==> src/rtl/wb_load_commit_if.sv <==
// Signal bundle between the MEM stage / data RAM (master side) and the write-back stage (slave side).
// The master drives the instruction fields and the RAM read response; the slave drives the commit outputs.
interface wb_load_commit_if #(
   parameter int DATA_WIDTH     = 32,
   parameter int ADDR_WIDTH     = 32,
   parameter int REG_ADDR_WIDTH = 5
);
   logic                      in_valid;
   logic                      flush;
   logic                      mem_read_flag;
   logic                      mem_write_flag;
   logic                      mem_sign_ext_flag;
   logic [1:0]                mem_size;
   logic [DATA_WIDTH-1:0]     result_in;
   logic                      reg_write_en_in;
   logic [REG_ADDR_WIDTH-1:0] reg_write_addr_in;
   logic                      cp_write_en_in;
   logic [REG_ADDR_WIDTH-1:0] cp_write_addr_in;
   logic [ADDR_WIDTH-1:0]     current_pc_addr_in;
   logic                      ram_read_valid;
   logic [DATA_WIDTH-1:0]     ram_read_data;

   logic [DATA_WIDTH-1:0]     result_out;
   logic                      reg_write_en_out;
   logic [REG_ADDR_WIDTH-1:0] reg_write_addr_out;
   logic                      cp_write_en_out;
   logic [REG_ADDR_WIDTH-1:0] cp_write_addr_out;
   logic                      wb_stall;
   logic                      load_addr_error;
   logic                      bus_error;
   logic [ADDR_WIDTH-1:0]     bad_vaddr;
   logic                      debug_reg_write_en;
   logic [ADDR_WIDTH-1:0]     debug_pc_addr_out;

   modport master (
      output in_valid, flush, mem_read_flag, mem_write_flag, mem_sign_ext_flag, mem_size,
             result_in, reg_write_en_in, reg_write_addr_in, cp_write_en_in, cp_write_addr_in,
             current_pc_addr_in, ram_read_valid, ram_read_data,
      input  result_out, reg_write_en_out, reg_write_addr_out, cp_write_en_out, cp_write_addr_out,
             wb_stall, load_addr_error, bus_error, bad_vaddr, debug_reg_write_en, debug_pc_addr_out
   );

   modport slave (
      input  in_valid, flush, mem_read_flag, mem_write_flag, mem_sign_ext_flag, mem_size,
             result_in, reg_write_en_in, reg_write_addr_in, cp_write_en_in, cp_write_addr_in,
             current_pc_addr_in, ram_read_valid, ram_read_data,
      output result_out, reg_write_en_out, reg_write_addr_out, cp_write_en_out, cp_write_addr_out,
             wb_stall, load_addr_error, bus_error, bad_vaddr, debug_reg_write_en, debug_pc_addr_out
   );
endinterface

==> src/rtl/wb_load_commit.sv <==
// Write-back stage: registers MEM results, waits for variable-latency load data, aligns/extends it,
// flags misaligned loads and RAM timeouts, and emits one registered commit per instruction.
module wb_load_commit #(
   parameter int DATA_WIDTH     = 32,
   parameter int ADDR_WIDTH     = 32,
   parameter int REG_ADDR_WIDTH = 5,
   parameter int TIMEOUT        = 15
) (
   input logic             clk,
   input logic             rst,
   wb_load_commit_if.slave bus
);
   localparam int OFF_W = $clog2(DATA_WIDTH / 8);

   typedef enum logic {S_IDLE, S_WAIT} state_t;

   state_t                    state, state_nxt;
   logic [7:0]                wait_cnt, wait_cnt_nxt;

   logic [ADDR_WIDTH-1:0]     ld_addr, ld_addr_nxt;
   logic [OFF_W-1:0]          ld_off, ld_off_nxt;
   logic [1:0]                ld_size, ld_size_nxt;
   logic                      ld_sign, ld_sign_nxt;
   logic                      ld_reg_en, ld_reg_en_nxt;
   logic [REG_ADDR_WIDTH-1:0] ld_reg_addr, ld_reg_addr_nxt;
   logic                      ld_cp_en, ld_cp_en_nxt;
   logic [REG_ADDR_WIDTH-1:0] ld_cp_addr, ld_cp_addr_nxt;
   logic [ADDR_WIDTH-1:0]     ld_pc, ld_pc_nxt;

   logic [DATA_WIDTH-1:0]     result_q, result_nxt;
   logic                      reg_en_q, reg_en_nxt;
   logic [REG_ADDR_WIDTH-1:0] reg_addr_q, reg_addr_nxt;
   logic                      cp_en_q, cp_en_nxt;
   logic [REG_ADDR_WIDTH-1:0] cp_addr_q, cp_addr_nxt;
   logic                      lae_q, lae_nxt;
   logic                      be_q, be_nxt;
   logic [ADDR_WIDTH-1:0]     bad_q, bad_nxt;
   logic [ADDR_WIDTH-1:0]     pc_q, pc_nxt;

   logic [ADDR_WIDTH-1:0]     in_addr;
   logic                      misaligned;
   logic                      timeout_hit;
   logic [DATA_WIDTH-1:0]     lane_data;
   logic [DATA_WIDTH-1:0]     lane_left;
   logic signed [DATA_WIDTH-1:0] lane_left_s;
   logic signed [DATA_WIDTH-1:0] lane_sext;
   logic [DATA_WIDTH-1:0]     load_value;
   logic [6:0]                ext_shift;

   assign in_addr     = ADDR_WIDTH'(bus.result_in);
   assign timeout_hit = (wait_cnt == 8'(TIMEOUT - 1));

   // Dword accesses only exist on a 64-bit datapath; on 32 bits they fault like a misaligned access.
   always_comb begin
      misaligned = 1'b0;
      case (bus.mem_size)
         2'b01:   misaligned = bus.result_in[0];
         2'b10:   misaligned = |bus.result_in[1:0];
         2'b11:   misaligned = (DATA_WIDTH != 64) || (|bus.result_in[2:0]);
         default: misaligned = 1'b0;
      endcase
   end

   // Move the addressed lane to the top, then shift back down arithmetically or logically to extend.
   always_comb begin
      ext_shift = 7'd0;
      case (ld_size)
         2'b00:   ext_shift = 7'(DATA_WIDTH - 8);
         2'b01:   ext_shift = 7'(DATA_WIDTH - 16);
         2'b10:   ext_shift = 7'(DATA_WIDTH - 32);
         default: ext_shift = 7'd0;
      endcase
      lane_data   = bus.ram_read_data >> {ld_off, 3'b000};
      lane_left   = lane_data << ext_shift;
      lane_left_s = lane_left;
      lane_sext   = lane_left_s >>> ext_shift;
      load_value  = ld_sign ? DATA_WIDTH'(lane_sext) : (lane_left >> ext_shift);
   end

   always_comb begin
      state_nxt       = state;
      wait_cnt_nxt    = wait_cnt;
      ld_addr_nxt     = ld_addr;
      ld_off_nxt      = ld_off;
      ld_size_nxt     = ld_size;
      ld_sign_nxt     = ld_sign;
      ld_reg_en_nxt   = ld_reg_en;
      ld_reg_addr_nxt = ld_reg_addr;
      ld_cp_en_nxt    = ld_cp_en;
      ld_cp_addr_nxt  = ld_cp_addr;
      ld_pc_nxt       = ld_pc;
      result_nxt      = result_q;
      reg_en_nxt      = 1'b0;
      reg_addr_nxt    = reg_addr_q;
      cp_en_nxt       = 1'b0;
      cp_addr_nxt     = cp_addr_q;
      lae_nxt         = 1'b0;
      be_nxt          = 1'b0;
      bad_nxt         = bad_q;
      pc_nxt          = pc_q;

      if (bus.flush) begin
         state_nxt    = S_IDLE;
         wait_cnt_nxt = 8'd0;
      end else begin
         case (state)
            S_IDLE: begin
               if (bus.in_valid) begin
                  if (bus.mem_read_flag) begin
                     if (misaligned) begin
                        lae_nxt = 1'b1;
                        bad_nxt = in_addr;
                        pc_nxt  = bus.current_pc_addr_in;
                     end else begin
                        state_nxt       = S_WAIT;
                        wait_cnt_nxt    = 8'd0;
                        ld_addr_nxt     = in_addr;
                        ld_off_nxt      = bus.result_in[OFF_W-1:0];
                        ld_size_nxt     = bus.mem_size;
                        ld_sign_nxt     = bus.mem_sign_ext_flag;
                        ld_reg_en_nxt   = bus.reg_write_en_in;
                        ld_reg_addr_nxt = bus.reg_write_addr_in;
                        ld_cp_en_nxt    = bus.cp_write_en_in;
                        ld_cp_addr_nxt  = bus.cp_write_addr_in;
                        ld_pc_nxt       = bus.current_pc_addr_in;
                     end
                  end else begin
                     result_nxt   = bus.mem_write_flag ? '0 : bus.result_in;
                     reg_en_nxt   = bus.reg_write_en_in;
                     reg_addr_nxt = bus.reg_write_addr_in;
                     cp_en_nxt    = bus.cp_write_en_in;
                     cp_addr_nxt  = bus.cp_write_addr_in;
                     pc_nxt       = bus.current_pc_addr_in;
                  end
               end
            end
            S_WAIT: begin
               // Data arriving in the last allowed cycle still wins over the timeout.
               if (bus.ram_read_valid) begin
                  state_nxt    = S_IDLE;
                  wait_cnt_nxt = 8'd0;
                  result_nxt   = load_value;
                  reg_en_nxt   = ld_reg_en;
                  reg_addr_nxt = ld_reg_addr;
                  cp_en_nxt    = ld_cp_en;
                  cp_addr_nxt  = ld_cp_addr;
                  pc_nxt       = ld_pc;
               end else if (timeout_hit) begin
                  state_nxt    = S_IDLE;
                  wait_cnt_nxt = 8'd0;
                  be_nxt       = 1'b1;
                  bad_nxt      = ld_addr;
                  pc_nxt       = ld_pc;
               end else begin
                  wait_cnt_nxt = wait_cnt + 8'd1;
               end
            end
            default: state_nxt = S_IDLE;
         endcase
      end
   end

   always_ff @(posedge clk) begin
      if (rst) begin
         state       <= S_IDLE;
         wait_cnt    <= 8'd0;
         ld_addr     <= '0;
         ld_off      <= '0;
         ld_size     <= 2'b00;
         ld_sign     <= 1'b0;
         ld_reg_en   <= 1'b0;
         ld_reg_addr <= '0;
         ld_cp_en    <= 1'b0;
         ld_cp_addr  <= '0;
         ld_pc       <= '0;
         result_q    <= '0;
         reg_en_q    <= 1'b0;
         reg_addr_q  <= '0;
         cp_en_q     <= 1'b0;
         cp_addr_q   <= '0;
         lae_q       <= 1'b0;
         be_q        <= 1'b0;
         bad_q       <= '0;
         pc_q        <= '0;
      end else begin
         state       <= state_nxt;
         wait_cnt    <= wait_cnt_nxt;
         ld_addr     <= ld_addr_nxt;
         ld_off      <= ld_off_nxt;
         ld_size     <= ld_size_nxt;
         ld_sign     <= ld_sign_nxt;
         ld_reg_en   <= ld_reg_en_nxt;
         ld_reg_addr <= ld_reg_addr_nxt;
         ld_cp_en    <= ld_cp_en_nxt;
         ld_cp_addr  <= ld_cp_addr_nxt;
         ld_pc       <= ld_pc_nxt;
         result_q    <= result_nxt;
         reg_en_q    <= reg_en_nxt;
         reg_addr_q  <= reg_addr_nxt;
         cp_en_q     <= cp_en_nxt;
         cp_addr_q   <= cp_addr_nxt;
         lae_q       <= lae_nxt;
         be_q        <= be_nxt;
         bad_q       <= bad_nxt;
         pc_q        <= pc_nxt;
      end
   end

   assign bus.result_out         = result_q;
   assign bus.reg_write_en_out   = reg_en_q;
   assign bus.reg_write_addr_out = reg_addr_q;
   assign bus.cp_write_en_out    = cp_en_q;
   assign bus.cp_write_addr_out  = cp_addr_q;
   assign bus.wb_stall           = (state == S_WAIT);
   assign bus.load_addr_error    = lae_q;
   assign bus.bus_error          = be_q;
   assign bus.bad_vaddr          = bad_q;
   assign bus.debug_reg_write_en = reg_en_q;
   assign bus.debug_pc_addr_out  = pc_q;
endmodule

==> src/flat_wrapper.sv <==
// flat-port wrapper written by rule: the top's interface ports become plain ports
module wb_load_commit_flat 
#(
   parameter int DATA_WIDTH     = 32,
   parameter int ADDR_WIDTH     = 32,
   parameter int REG_ADDR_WIDTH = 5,
   parameter int TIMEOUT        = 15
)
  (clk, rst, bus_in_valid, bus_flush, bus_mem_read_flag, bus_mem_write_flag, bus_mem_sign_ext_flag, bus_mem_size, bus_result_in, bus_reg_write_en_in, bus_reg_write_addr_in, bus_cp_write_en_in, bus_cp_write_addr_in, bus_current_pc_addr_in, bus_ram_read_valid, bus_ram_read_data, bus_result_out, bus_reg_write_en_out, bus_reg_write_addr_out, bus_cp_write_en_out, bus_cp_write_addr_out, bus_wb_stall, bus_load_addr_error, bus_bus_error, bus_bad_vaddr, bus_debug_reg_write_en, bus_debug_pc_addr_out);
  wb_load_commit_if #(.DATA_WIDTH(DATA_WIDTH), .ADDR_WIDTH(ADDR_WIDTH), .REG_ADDR_WIDTH(REG_ADDR_WIDTH)) bus_i ();
  input logic clk;
  input logic rst;
  input wire logic [$bits(bus_i.in_valid)-1:0] bus_in_valid;
  input wire logic [$bits(bus_i.flush)-1:0] bus_flush;
  input wire logic [$bits(bus_i.mem_read_flag)-1:0] bus_mem_read_flag;
  input wire logic [$bits(bus_i.mem_write_flag)-1:0] bus_mem_write_flag;
  input wire logic [$bits(bus_i.mem_sign_ext_flag)-1:0] bus_mem_sign_ext_flag;
  input wire logic [$bits(bus_i.mem_size)-1:0] bus_mem_size;
  input wire logic [$bits(bus_i.result_in)-1:0] bus_result_in;
  input wire logic [$bits(bus_i.reg_write_en_in)-1:0] bus_reg_write_en_in;
  input wire logic [$bits(bus_i.reg_write_addr_in)-1:0] bus_reg_write_addr_in;
  input wire logic [$bits(bus_i.cp_write_en_in)-1:0] bus_cp_write_en_in;
  input wire logic [$bits(bus_i.cp_write_addr_in)-1:0] bus_cp_write_addr_in;
  input wire logic [$bits(bus_i.current_pc_addr_in)-1:0] bus_current_pc_addr_in;
  input wire logic [$bits(bus_i.ram_read_valid)-1:0] bus_ram_read_valid;
  input wire logic [$bits(bus_i.ram_read_data)-1:0] bus_ram_read_data;
  output wire logic [$bits(bus_i.result_out)-1:0] bus_result_out;
  output wire logic [$bits(bus_i.reg_write_en_out)-1:0] bus_reg_write_en_out;
  output wire logic [$bits(bus_i.reg_write_addr_out)-1:0] bus_reg_write_addr_out;
  output wire logic [$bits(bus_i.cp_write_en_out)-1:0] bus_cp_write_en_out;
  output wire logic [$bits(bus_i.cp_write_addr_out)-1:0] bus_cp_write_addr_out;
  output wire logic [$bits(bus_i.wb_stall)-1:0] bus_wb_stall;
  output wire logic [$bits(bus_i.load_addr_error)-1:0] bus_load_addr_error;
  output wire logic [$bits(bus_i.bus_error)-1:0] bus_bus_error;
  output wire logic [$bits(bus_i.bad_vaddr)-1:0] bus_bad_vaddr;
  output wire logic [$bits(bus_i.debug_reg_write_en)-1:0] bus_debug_reg_write_en;
  output wire logic [$bits(bus_i.debug_pc_addr_out)-1:0] bus_debug_pc_addr_out;
  assign bus_i.in_valid = bus_in_valid;
  assign bus_i.flush = bus_flush;
  assign bus_i.mem_read_flag = bus_mem_read_flag;
  assign bus_i.mem_write_flag = bus_mem_write_flag;
  assign bus_i.mem_sign_ext_flag = bus_mem_sign_ext_flag;
  assign bus_i.mem_size = bus_mem_size;
  assign bus_i.result_in = bus_result_in;
  assign bus_i.reg_write_en_in = bus_reg_write_en_in;
  assign bus_i.reg_write_addr_in = bus_reg_write_addr_in;
  assign bus_i.cp_write_en_in = bus_cp_write_en_in;
  assign bus_i.cp_write_addr_in = bus_cp_write_addr_in;
  assign bus_i.current_pc_addr_in = bus_current_pc_addr_in;
  assign bus_i.ram_read_valid = bus_ram_read_valid;
  assign bus_i.ram_read_data = bus_ram_read_data;
  assign bus_result_out = bus_i.result_out;
  assign bus_reg_write_en_out = bus_i.reg_write_en_out;
  assign bus_reg_write_addr_out = bus_i.reg_write_addr_out;
  assign bus_cp_write_en_out = bus_i.cp_write_en_out;
  assign bus_cp_write_addr_out = bus_i.cp_write_addr_out;
  assign bus_wb_stall = bus_i.wb_stall;
  assign bus_load_addr_error = bus_i.load_addr_error;
  assign bus_bus_error = bus_i.bus_error;
  assign bus_bad_vaddr = bus_i.bad_vaddr;
  assign bus_debug_reg_write_en = bus_i.debug_reg_write_en;
  assign bus_debug_pc_addr_out = bus_i.debug_pc_addr_out;
  wb_load_commit #(.DATA_WIDTH(DATA_WIDTH), .ADDR_WIDTH(ADDR_WIDTH), .REG_ADDR_WIDTH(REG_ADDR_WIDTH), .TIMEOUT(TIMEOUT)) u_core (.clk(clk), .rst(rst), .bus(bus_i));
endmodule
==> config.mk <==
export PLATFORM = sky130hd
export DESIGN_NAME = wb_load_commit_flat
export DESIGN_NICKNAME = d
export VERILOG_FILES = /design/src/rtl/wb_load_commit_if.sv /design/src/rtl/wb_load_commit.sv /design/src/flat_wrapper.sv
export SDC_FILE = /design/constraint.sdc
export NUM_CORES = 1
export LEC_CHECK = 0
export CAP_MARGIN = 5
export CORE_ASPECT_RATIO = 1.1
export CORE_MARGIN = 1.5
export CORE_UTILIZATION = 40
export DETAILED_ROUTE_END_ITERATION = 12
export GPL_ROUTABILITY_DRIVEN = 0
export PLACE_DENSITY = 0.65
export SLEW_MARGIN = 0
export SYNTH_ARGS = -nofsm -noshare
export SYNTH_HDL_FRONTEND = slang
export SYNTH_SLANG_ARGS = --single-unit
==> constraint.sdc <==
create_clock -name clk -period 2.85 [get_ports clk]
set_clock_uncertainty 0.1 [all_clocks]
set_input_delay 0.855 -clock clk [delete_from_list [all_inputs] [get_ports clk]]
set_output_delay 0.855 -clock clk [all_outputs]
set_load 0.01 [all_outputs]
# == Word-level counts from Yosys, hierarchy flattened ==
# Cells that the tools add are included.
# totals
elab_cells,105
inputBits,118
ff_bits,200
out_inout_bits,112
# op_classes
reduce_logical,10
eq_ne,15
shifts,4
addsub,1
bitwise_logic,5
muxes,50
# ops
cell,count
$mux W32,15
$pmux W32 S2,3
$shr A32 B5 Y32,2
$mux W8,5
$shl A32 B5 Y32,1
$sshr A32 B5 Y32,1
$mux W5,6
$pmux W5 S2,3
$pmux W8 S2,1
$ne A2 B2 Y1 const B,7
$mux W1,13
$add A8 B1 Y8 const B,1
$eq A8 B4 Y1 const B,1
$reduce_and A4 Y1,2
$pmux W1 S2,3
$reduce_and A6 Y1,1
$not A1 Y1,5
$reduce_and A5 Y1,1
$reduce_or A5 Y1,1
$eq A2 B1 Y1 const B,2
$eq A2 B2 Y1 const B,2
$reduce_or A2 Y1,2
$reduce_or A4 Y1,1
$ne A3 B2 Y1 const B,1
5 further kinds,5

# == Depth between registers and ports, before layout ==
# Gate-level depths: netlist of run 1.
# logic_depth
word_depth,7
ltp_mapped,8
depth_no_buf,5

# == Least setup slack after synthesis of run 1 ==
# No wires, ideal clock.
# synth_timing
path_type,input-to-reg
start,in bus_result_in[0]
end,"reg u_core.pc_q[0], in the netlist u_core.bus.debug_pc_addr_out[0]"
t_required_ns,2.629
setup_time_ns,0.121
cell_stages,6
t_arrival_ns,2.274
setup_slack_ns,0.354
n_path_buf,2
cell_sequence,buf_6 or4b_1 o311ai_1 a221o_2 buf_6 mux2_4
# synth_via
elab_chain_len,4
# synth_rtl
item,line,rtl
"start, declared",flat_wrapper.sv:19,input wire logic [$bits(bus_i.result_in)-1:0] bus_result_in;
$reduce_or A2 Y1,wb_load_commit.sv:58,2'b10: misaligned = |bus.result_in[1:0];
$pmux W1 S3 *,wb_load_commit.sv:56,case (bus.mem_size)
$ne A3 B2 Y1 (no source line) *,n/a,
$reduce_and A4 Y1 (no source line) *,n/a,
"end signal, assigned",wb_load_commit.sv:205,pc_q <= pc_nxt;
"end, declared",wb_load_commit.sv:38,"logic [ADDR_WIDTH-1:0] pc_q, pc_nxt;"
# Mark *: on every way between the ends. The rest lies on a longest branch, timed or not.
# A chain may end at the register's enable or synchronous reset.

# == Final worst setup path of run 1 ==
# layout_timing
start,"reg u_core.state, in the netlist u_core.bus.wb_stall"
end,out bus_wb_stall
# layout_lines
item,line,rtl
"start, declared",wb_load_commit.sv:17,"state_t state, state_nxt;"
"start signal, assigned",wb_load_commit.sv:186,state <= state_nxt;
"end, declared",flat_wrapper.sv:32,output wire logic [$bits(bus_i.wb_stall)-1:0] bus_wb_stall;
# No word-level cell between the ends.

==> metrics.md, run 1 <==
| Metric | Value |
|---|---|
| Type of the worst setup path | `reg -> out` |
| Cell Count, Final, Fillers Out | `1631` |
| Maximum clock path buffer count | `2` |
| Antenna violations before repair | `2` |
| Overall fraction of global-route tracks in use | `23.2%` |
| Largest delay share family, worst path | `buffers and inverters` |
| Signal arrival time at the worst endpoint | `1.62 ns` |
| Number of remaining DRC errors | `0` |
| Class of the worst hold path | `reg -> reg` |
| Final worst path period need | `2.57 ns` |
| Count of input and output buffers | `229` |
| Sink count of the clock tree | `198` |
| Relative area change from synthesis to final layout | `36.3%` |
| Routed length per instance | `17.7 um` |
| Final net count | `1432` |
| Outcome | `completed` |
| Die W | `151 um` |
| Worst ir drop on vdd | `0.376 mV` |
| Post CTS Setup Buffer Count | `0` |
| Actual slew at the worst max-slew pin | `0.735 ns` |
| Number of rows in the core area | `59` |
| Drt first pass iters | `5` |
| Clock buffer count from CTS | `17` |
| First-pass GRT wire length | `45900 um` |
| Area of the core | `23700 um^2` |
| Number of distinct library cell variants in the gate-level netlist after synthesis | `54` |
| Synthesis-stage register bit count | `198` |
| I/O pin count | `230` |
| Number of global-route vias before repair | `8325` |
| Largest net degree at the start of global routing | `66` |
| Per-instance average area after synthesis | `8.71 um^2` |
| Post-placement cell count | `1598` |
| Placement Setup Slack | `-0.164 ns` |
| Part of the cycle the worst path needs | `90.3%` |
| Number of flops mapped to enable cells by yosys | `0` |
| Number of vias in the routed layout | `8780` |
| Final wirelength | `28900 um` |
| Slack of the critical path | `0.277 ns` |
| Fin Hold WS | `0.352 ns` |
| Vertical die dimension | `166 um` |
| Post-detailed-route via-to-cell ratio | `5.38` |
| Congestion Overflow GR | `0` |
| Cell chain of the critical path | `clkdlybuf4s50_1` |
| Clock-pin transition on the worst setup and hold timing paths | `0.08 ns` |
| Share of post-route cells with drive strength above 1 | `12.0%` |
| Total number of H-tree levels | `4` |
| Required time of the critical path | `1.90 ns` |
| Sequential area share after synthesis | `41.0%` |
| Crit-path max FO | `25` |
| Post-route cell area | `13200 um^2` |
| Power per cell area | `479 nW/um^2` |
| Slowest cell delay on critical path | `0.61 ns` |
| Synthesized net count | `1230` |
| Area of placed instances | `12600 um^2` |
| Most used flip-flop cell after synthesis | `sky130_fd_sc_hd__dfxtp_1` |
| Buffer cell driving the clock tree root | `sky130_fd_sc_hd__clkbuf_16` |
| Number of DRC violations after detailed-routing iteration 0 | `454` |
| Cell count after synthesis | `1110` |
| Final number of hold-violating endpoints | `0` |
| Max Slew Vio Count | `0` |
| Cell at the slowest stage of the critical path | `sky130_fd_sc_hd__clkdlybuf4s50_1` |
| Tightest slew margin relative to the limit | `51.0%` |
| Worst skew pair latency | `0.44 ns` |
| Final setup violating endpoints | `0` |
| Worst path buffer plus inverter count | `1` |
| HPWL after detailed placement | `20400 um` |
| Fmax | `389 MHz` |
| Static power due to leakage | `4.49 nW` |
| # fillers | `2127` |
| Count of yosys warnings during synthesis | `0` |
| Post-synth ARST share | `0%` |
| Hold buffer count at CTS | `0` |
| Setup repair after global routing missed its margin | `false` |
| Antenna Violating Nets Remaining | `0` |
| Post-synthesis instance area | `9670 um^2` |
| Clock tree from TritonCTS | `built` |
| Initial core utilization | `40.8%` |
| Type of element capturing the critical path | `primary output` |
| Max cap viols | `0` |
| Die Footprint | `25100 um^2` |
| Post_cts resized | `0` |
| Critical path launch point type | `flop` |
-- cells in the mapped netlist, types with 3 or more instances --
cell | count | area [um^2]
sky130_fd_sc_hd__clkbuf_1 | 59 | 221
sky130_fd_sc_hd__mux2_2 | 34 | 383
sky130_fd_sc_hd__inv_1 | 38 | 143
sky130_fd_sc_hd__a31oi_1 | 5 | 31.3
sky130_fd_sc_hd__a211oi_1 | 83 | 623
sky130_fd_sc_hd__buf_2 | 33 | 165
sky130_fd_sc_hd__nor3_1 | 13 | 65.1
sky130_fd_sc_hd__o211ai_1 | 5 | 37.5
sky130_fd_sc_hd__nor2_1 | 75 | 282
sky130_fd_sc_hd__a21oi_1 | 103 | 515
sky130_fd_sc_hd__nand2b_1 | 4 | 25.0
sky130_fd_sc_hd__mux2i_1 | 79 | 791
sky130_fd_sc_hd__nand4_1 | 3 | 18.8
sky130_fd_sc_hd__o2bb2ai_1 | 8 | 70.1
sky130_fd_sc_hd__a21boi_0 | 3 | 22.5
sky130_fd_sc_hd__o21bai_1 | 8 | 60.1
sky130_fd_sc_hd__nand2_1 | 172 | 646
sky130_fd_sc_hd__a221oi_1 | 41 | 359
sky130_fd_sc_hd__nor2b_1 | 46 | 288
sky130_fd_sc_hd__o21ai_0 | 17 | 85.1
sky130_fd_sc_hd__nand3_1 | 7 | 35.0
sky130_fd_sc_hd__buf_6 | 4 | 45.0
sky130_fd_sc_hd__mux2_4 | 30 | 450
sky130_fd_sc_hd__nor4_1 | 3 | 18.8
sky130_fd_sc_hd__a21o_1 | 4 | 30.0
sky130_fd_sc_hd__dfxtp_1 | 198 | 3960
-- layout by cell type, fill, tap and decap left out, drive strengths merged, types with 2 or more instances in the layout --
cell type	synthesis	final
dfxtp	198	198
nor4	4	4
a31oi	5	5
a211oi	83	83
a21oi	104	104
diode	0	2
nand3	7	7
nor2	75	75
clkinv	1	6
and2	3	3
nand4	4	4
a2111oi	2	2
ha	2	2
nand2b	4	4
o2bb2ai	8	8
mux2	64	64
clkdlybuf4s50	0	228
nor3b	2	2
clkbuf	60	17
a32oi	2	2
a221oi	41	41
o211ai	5	5
or3	2	2
nand2	172	172
nor3	13	13
nor2b	46	46
o21bai	8	8
o21ai	17	17
inv	38	44
a21boi	3	3
clkinvlp	0	2
mux2i	79	79
buf	40	55
a21o	4	4
-- registers in the layout (all words and copies together), names as in the netlist --
| register | flops |
|---|---|
| u_core.ld_addr | 31 |
| u_core.ld_pc | 32 |
| u_core.bus.result_out | 32 |
| u_core.wait_cnt | 8 |
| u_core.ld_reg_addr | 5 |
| u_core.bus.reg_write_addr_out | 5 |
| u_core.ld_cp_addr | 5 |
| u_core.bus.bad_vaddr | 32 |
| u_core.ld_size | 2 |
| u_core.bus.debug_pc_addr_out | 32 |
| u_core.ld_cp_en | 1 |
| u_core.ld_sign | 1 |
| u_core.bus.load_addr_error | 1 |
| u_core.bus.debug_reg_write_en | 1 |
| u_core.ld_off | 1 |
| u_core.bus.cp_write_addr_out | 5 |
| u_core.ld_reg_en | 1 |
| u_core.bus.wb_stall | 1 |
| u_core.bus.cp_write_en_out | 1 |
| u_core.bus.bus_error | 1 |
-- where the power goes --
group	internal, mW	switching, mW	total [mW]
Clock	1.25	1.19	2.44
Combinational	0.510	0.442	0.952
Sequential	2.86	0.0580	2.92
-- worst register-to-register path, cell delays in order (launching register included) --
cell,delay (ns)
sky130_fd_sc_hd__dfxtp_4,0.56
sky130_fd_sc_hd__buf_4,0.40
sky130_fd_sc_hd__buf_4,0.38
sky130_fd_sc_hd__mux2_2,0.38
sky130_fd_sc_hd__a211oi_1,0.25
sky130_fd_sc_hd__a211oi_1,0.08
-- logic make-up (layout without fill, tap and decap cells) --
logic type / Yosys count / after routing / share of synthesized area (%)
and+or+nand+nor: 338 / 338 / 15.5
AOI/OAI and AO/OA: 290 / 290 / 20.2
DFF: 198 / 198 / 41.0
muxes: 143 / 143 / 16.8
buffers and inverters: 139 / 353 / 6.23
adders and majority gates: 2 / 2 / 0.259
other: 0 / 2 / 0
-- final timing paths --
| check | start | endpoint | slack, ns | cells after the start |
|---|---|---|---|---|
| worst max register to register | u_core.bus.wb_stall | u_core.bus.bad_vaddr[14] | 0.57 | 5 |
| worst max-delay path | u_core.bus.wb_stall | bus_wb_stall | 0.28 | 1 |
| worst min-delay path | u_core.ld_addr[31] | u_core.ld_addr[31] | 0.35 | 2 |
| worst min register to register | u_core.ld_addr[31] | u_core.ld_addr[31] | 0.35 | 2 |
-- final cells by class --
class	instances	area, um^2	share of cell area, %
flip-flops and latches	198	3970	30.1
inverters	39	146	1.11
well taps	305	382	2.90
clock inverters	14	169	1.28
multi-input cells	773	5120	38.9
clock buffers	17	425	3.23
repair buffers	283	2960	22.5
diodes	2	5.00	0.0380
-- layer usage --
metal / routed length (um) / vias up / global-route usage (%)
met5: 0 / - / 0
met4: 653 / 0 / 7.64
met3: 1540 / 35 / 4.26
met2: 13700 / 261 / 36.4
met1: 13000 / 4136 / 31.8
li1: - / 4348 / -
-- through the flow --
step / power, mW / TNS, ns / util, %
2_1_floorplan: 3.41 / 0 / -
3_3_place_gp: 3.93 / -3.65 / 53.1
3_5_place_dp: 3.93 / -4.94 / 53.1
4_1_cts: 6.38 / 0 / 55.6
5_1_grt: 6.56 / 0 / 55.6
6_report: 6.31 / 0 / 55.6
No activity file was read; power rests on OpenSTA's default activity.
==> run 2, diff against run 1 <==
==> constraint.sdc (replaced) <==
create_clock -name clk -period 2.9 [get_ports clk]
set_clock_uncertainty 0.1 [all_clocks]
set_input_delay 0.87 -clock clk [delete_from_list [all_inputs] [get_ports clk]]
set_output_delay 0.87 -clock clk [all_outputs]
set_load 0.01 [all_outputs]
==> run 2 against run 1 <==
Against the previous run: sequential cell count unchanged; final area fell by 0.43%; routed wire length up 0.74%; first-iteration DRC count increased by 38%; global-route usage decreased by 0.058 points; core utilization fell by 0.24 points; hold slack better by 0.0019 ns; critical path type unchanged; sequential power fell by 2%; register-to-register slack improved by 0.03 ns; largest power group unchanged.
==> metrics.md, run 2 (synthesized netlist as in run 1, its figures left out) <==
| Metric | Value |
|---|---|
| Outcome | `completed` |
| Internal power | `4.54 mW (-1.8%)` |
| Area of placed instances | `12500 um^2 (-0.40%)` |
| Clock tree from TritonCTS | `built` |
| Final setup violating endpoints | `0 (unchanged)` |
| Max cap viols | `0 (unchanged)` |
| Register share of total power | `46.2% (about the same)` |
| Overall power of the completed layout | `6.21 mW (-1.7%)` |
| Share of post-route cells with drive strength above 1 | `12.1% (+0.066 points)` |
| Routed length per instance | `17.9 um (+0.68%)` |
| Overall fraction of global-route tracks in use | `23.1% (-0.058 points)` |
| Type of element capturing the critical path | `primary output` |
| Maximum clock path buffer count | `2 (unchanged)` |
| Share of power burned in the clock network | `38.8% (about the same)` |
| Antenna violations before repair | `2 (unchanged)` |
| Part of the total power dissipated in combinational logic | `15.0% (about the same)` |
| Fmax | `386 MHz` |
| Cell chain of the critical path | `clkdlybuf4s50_1` |
| Cells on worst reg2reg path | `5 (unchanged)` |
| Startpoint of the lowest-slack register-to-register path | `u_core.bus.wb_stall` |
| Final wirelength | `29200 um (+0.74%)` |
| Part of the cycle the worst path needs | `89.4%` |
| Cell depth of the worst min-delay path | `2 (unchanged)` |
| Initial core utilization | `40.8% (unchanged)` |
| Number of rows in the core area | `59 (unchanged)` |
| Crit-path max FO | `29 (+16%)` |
| Worst ir drop on vdd | `0.380 mV (+1.0%)` |
| Die Footprint | `25100 um^2 (unchanged)` |
| Count of input and output buffers | `229 (unchanged)` |
| Number of global-route vias before repair | `8303 (-0.26%)` |
| I/O pin count | `230 (unchanged)` |
| Congestion Overflow GR | `0 (unchanged)` |
| Hold buffer count at CTS | `0 (unchanged)` |
| Destination of the worst hold path | `u_core.ld_addr[3]` |
| Signal arrival time at the worst endpoint | `1.62 ns (about the same)` |
| Clock buffer count from CTS | `17 (unchanged)` |
| Number of DRC violations after detailed-routing iteration 0 | `626 (+38%)` |
| Clock-pin transition on the worst setup and hold timing paths | `0.07 ns (about the same)` |
| Post_cts resized | `0 (unchanged)` |
| Post-route cell area | `13100 um^2 (-0.43%)` |
| Post-detailed-route via-to-cell ratio | `5.45 (+1.2%)` |
| First-pass GRT wire length | `45700 um (-0.63%)` |
| Hold Startpoint | `u_core.ld_addr[3]` |
| Total number of H-tree levels | `4 (unchanged)` |
| Endpoint of the most critical register-to-register path | `u_core.bus.bad_vaddr[0]` |
| Final number of hold-violating endpoints | `0 (unchanged)` |
| Sink count of the clock tree | `198 (unchanged)` |
| Critical path launch point type | `flop` |
| Most common cell after layout, fill and taps aside | `sky130_fd_sc_hd__clkdlybuf4s50_1` |
| Cell at the slowest stage of the critical path | `sky130_fd_sc_hd__clkdlybuf4s50_1` |
| Class of the worst hold path | `reg -> reg` |
| Worst path buffer plus inverter count | `1 (unchanged)` |
| Placement Setup Slack | `-0.124 ns (+0.0392 ns)` |
| Buffer cell driving the clock tree root | `sky130_fd_sc_hd__clkbuf_16` |
| Fin Hold WS | `0.354 ns (+0.00194 ns)` |
| Type of the worst setup path | `reg -> out` |
| HPWL after detailed placement | `20400 um (+0.13%)` |
| Leading cell types in the layout, fill and taps excluded | `sky130_fd_sc_hd__clkdlybuf4s50_1 (228), sky130_fd_sc_hd__dfxtp_1 (197), sky130_fd_sc_hd__nand2_1 (172), sky130_fd_sc_hd__a21oi_1 (103), sky130_fd_sc_hd__a211oi_1 (83)` |
| Fraction of power spent switching nets | `26.9% (+0.084 points)` |
| Required time of the critical path | `1.93 ns (+0.03 ns)` |
| Largest delay share family, worst path | `buffers and inverters` |
| Tightest slew margin relative to the limit | `47.3% (-3.7 points)` |
| Power per cell area | `473 nW/um^2 (-1.3%)` |
| Antenna Violating Nets Remaining | `0 (unchanged)` |
| Depth of the critical timing path with buffers and inverters included | `1 (unchanged)` |
| Largest net degree at the start of global routing | `82 (+24%)` |
| Number of vias in the routed layout | `8892 (+1.3%)` |
| Psw | `1.67 mW (-1.4%)` |
| Setup slack on the worst flop-to-flop path | `0.60 ns (+0.03 ns)` |
| Slack of the critical path | `0.307 ns (+0.0301 ns)` |
| Final worst path period need | `2.59 ns` |
| Setup repair after global routing missed its margin | `false` |
| Final net count | `1432 (unchanged)` |
| Worst skew pair latency | `0.44 ns (about the same)` |
| Final core utilization | `55.4% (-0.24 points)` |
| Relative area change from synthesis to final layout | `35.7%` |
| Number of remaining DRC errors | `0 (unchanged)` |
| Drt first pass iters | `5 (unchanged)` |
| Static power due to leakage | `4.49 nW (-0.20%)` |
| Max Slew Vio Count | `0 (unchanged)` |
| Area of the core | `23700 um^2 (unchanged)` |
| # fillers | `2161 (+1.6%)` |
| Actual slew at the worst max-slew pin | `0.787 ns (+0.0526 ns)` |
| Die W | `151 um (unchanged)` |
| Slowest cell delay on critical path | `0.61 ns (about the same)` |
| Post CTS Setup Buffer Count | `0 (unchanged)` |
| Vertical die dimension | `166 um (unchanged)` |
## run 2: worst max path at each step
stage / start / end / slack (ns)
2_1_floorplan: bus_result_in[0] / u_core.bus.debug_pc_addr_out[0] / 0.39
3_3_place_gp: bus_mem_read_flag / u_core.bus.debug_pc_addr_out[27] / -0.12
3_5_place_dp: bus_mem_read_flag / u_core.bus.debug_pc_addr_out[27] / -0.12
4_1_cts: u_core.bus.wb_stall / bus_wb_stall / 0.26
5_1_grt: bus_mem_read_flag / u_core.bus.result_out[17] / 0.22
6_report: u_core.bus.wb_stall / bus_wb_stall / 0.31
## run 2: power by group through the flow
stage | registers [mW] | logic (mW) | clock network, mW
final | 2.87 | 0.931 | 2.41
after global routing | 2.88 | 1.00 | 2.56
after CTS | 2.87 | 0.935 | 2.45
after detailed placement | 2.93 | 0.931 | 0
after global placement | 2.93 | 0.923 | 0
after floorplan | 2.95 | 0.407 | 0
## run 2: final cells by class
| type | instances | area [um^2] | area share [%] |
|---|---|---|---|
| Multi-Input combinational cell | 773 | 5120 | 39.0 |
| Inverter | 39 | 146 | 1.12 |
| Clock inverter | 15 | 163 | 1.24 |
| Timing Repair Buffer | 283 | 2910 | 22.2 |
| Tap cell | 305 | 382 | 2.91 |
| Clock buffer | 17 | 425 | 3.24 |
| Sequential cell | 198 | 3970 | 30.2 |
| Antenna cell | 2 | 5.00 | 0.0381 |
## run 2: per-layer routing
layer	up-vias	wire length (um)	track usage (%)	part of all wire (%)
met5	-	0	0	0
met4	0	943	9.67	3.2
met3	49	1500	3.38	5.1
met2	264	13600	35.9	47
met1	4236	13100	31.8	45
li1	4343	-	-	-
## run 2: per-stage QoR
| stage | setup TNS, ns | std cells |
|---|---|---|
| after CTS | 0 | 1630 |
| after global placement | -3.15 | 1598 |
| after floorplan | 0 | 1110 |
| after global routing | 0 | 1632 |
| after detailed placement | -3.93 | 1598 |
| final | 0 | 1632 |
==> run 3, diff against run 2 <==
--- a/config.mk
+++ b/config.mk
@@ -11,6 +11,7 @@
 export CORE_UTILIZATION = 40
 export DETAILED_ROUTE_END_ITERATION = 12
 export GPL_ROUTABILITY_DRIVEN = 0
+export HOLD_SLACK_MARGIN = 0.02
 export PLACE_DENSITY = 0.65
 export SLEW_MARGIN = 0
 export SYNTH_ARGS = -nofsm -noshare
==> results of run 3 <==
Final layout, timing and power as in run 2 (identical DEF).
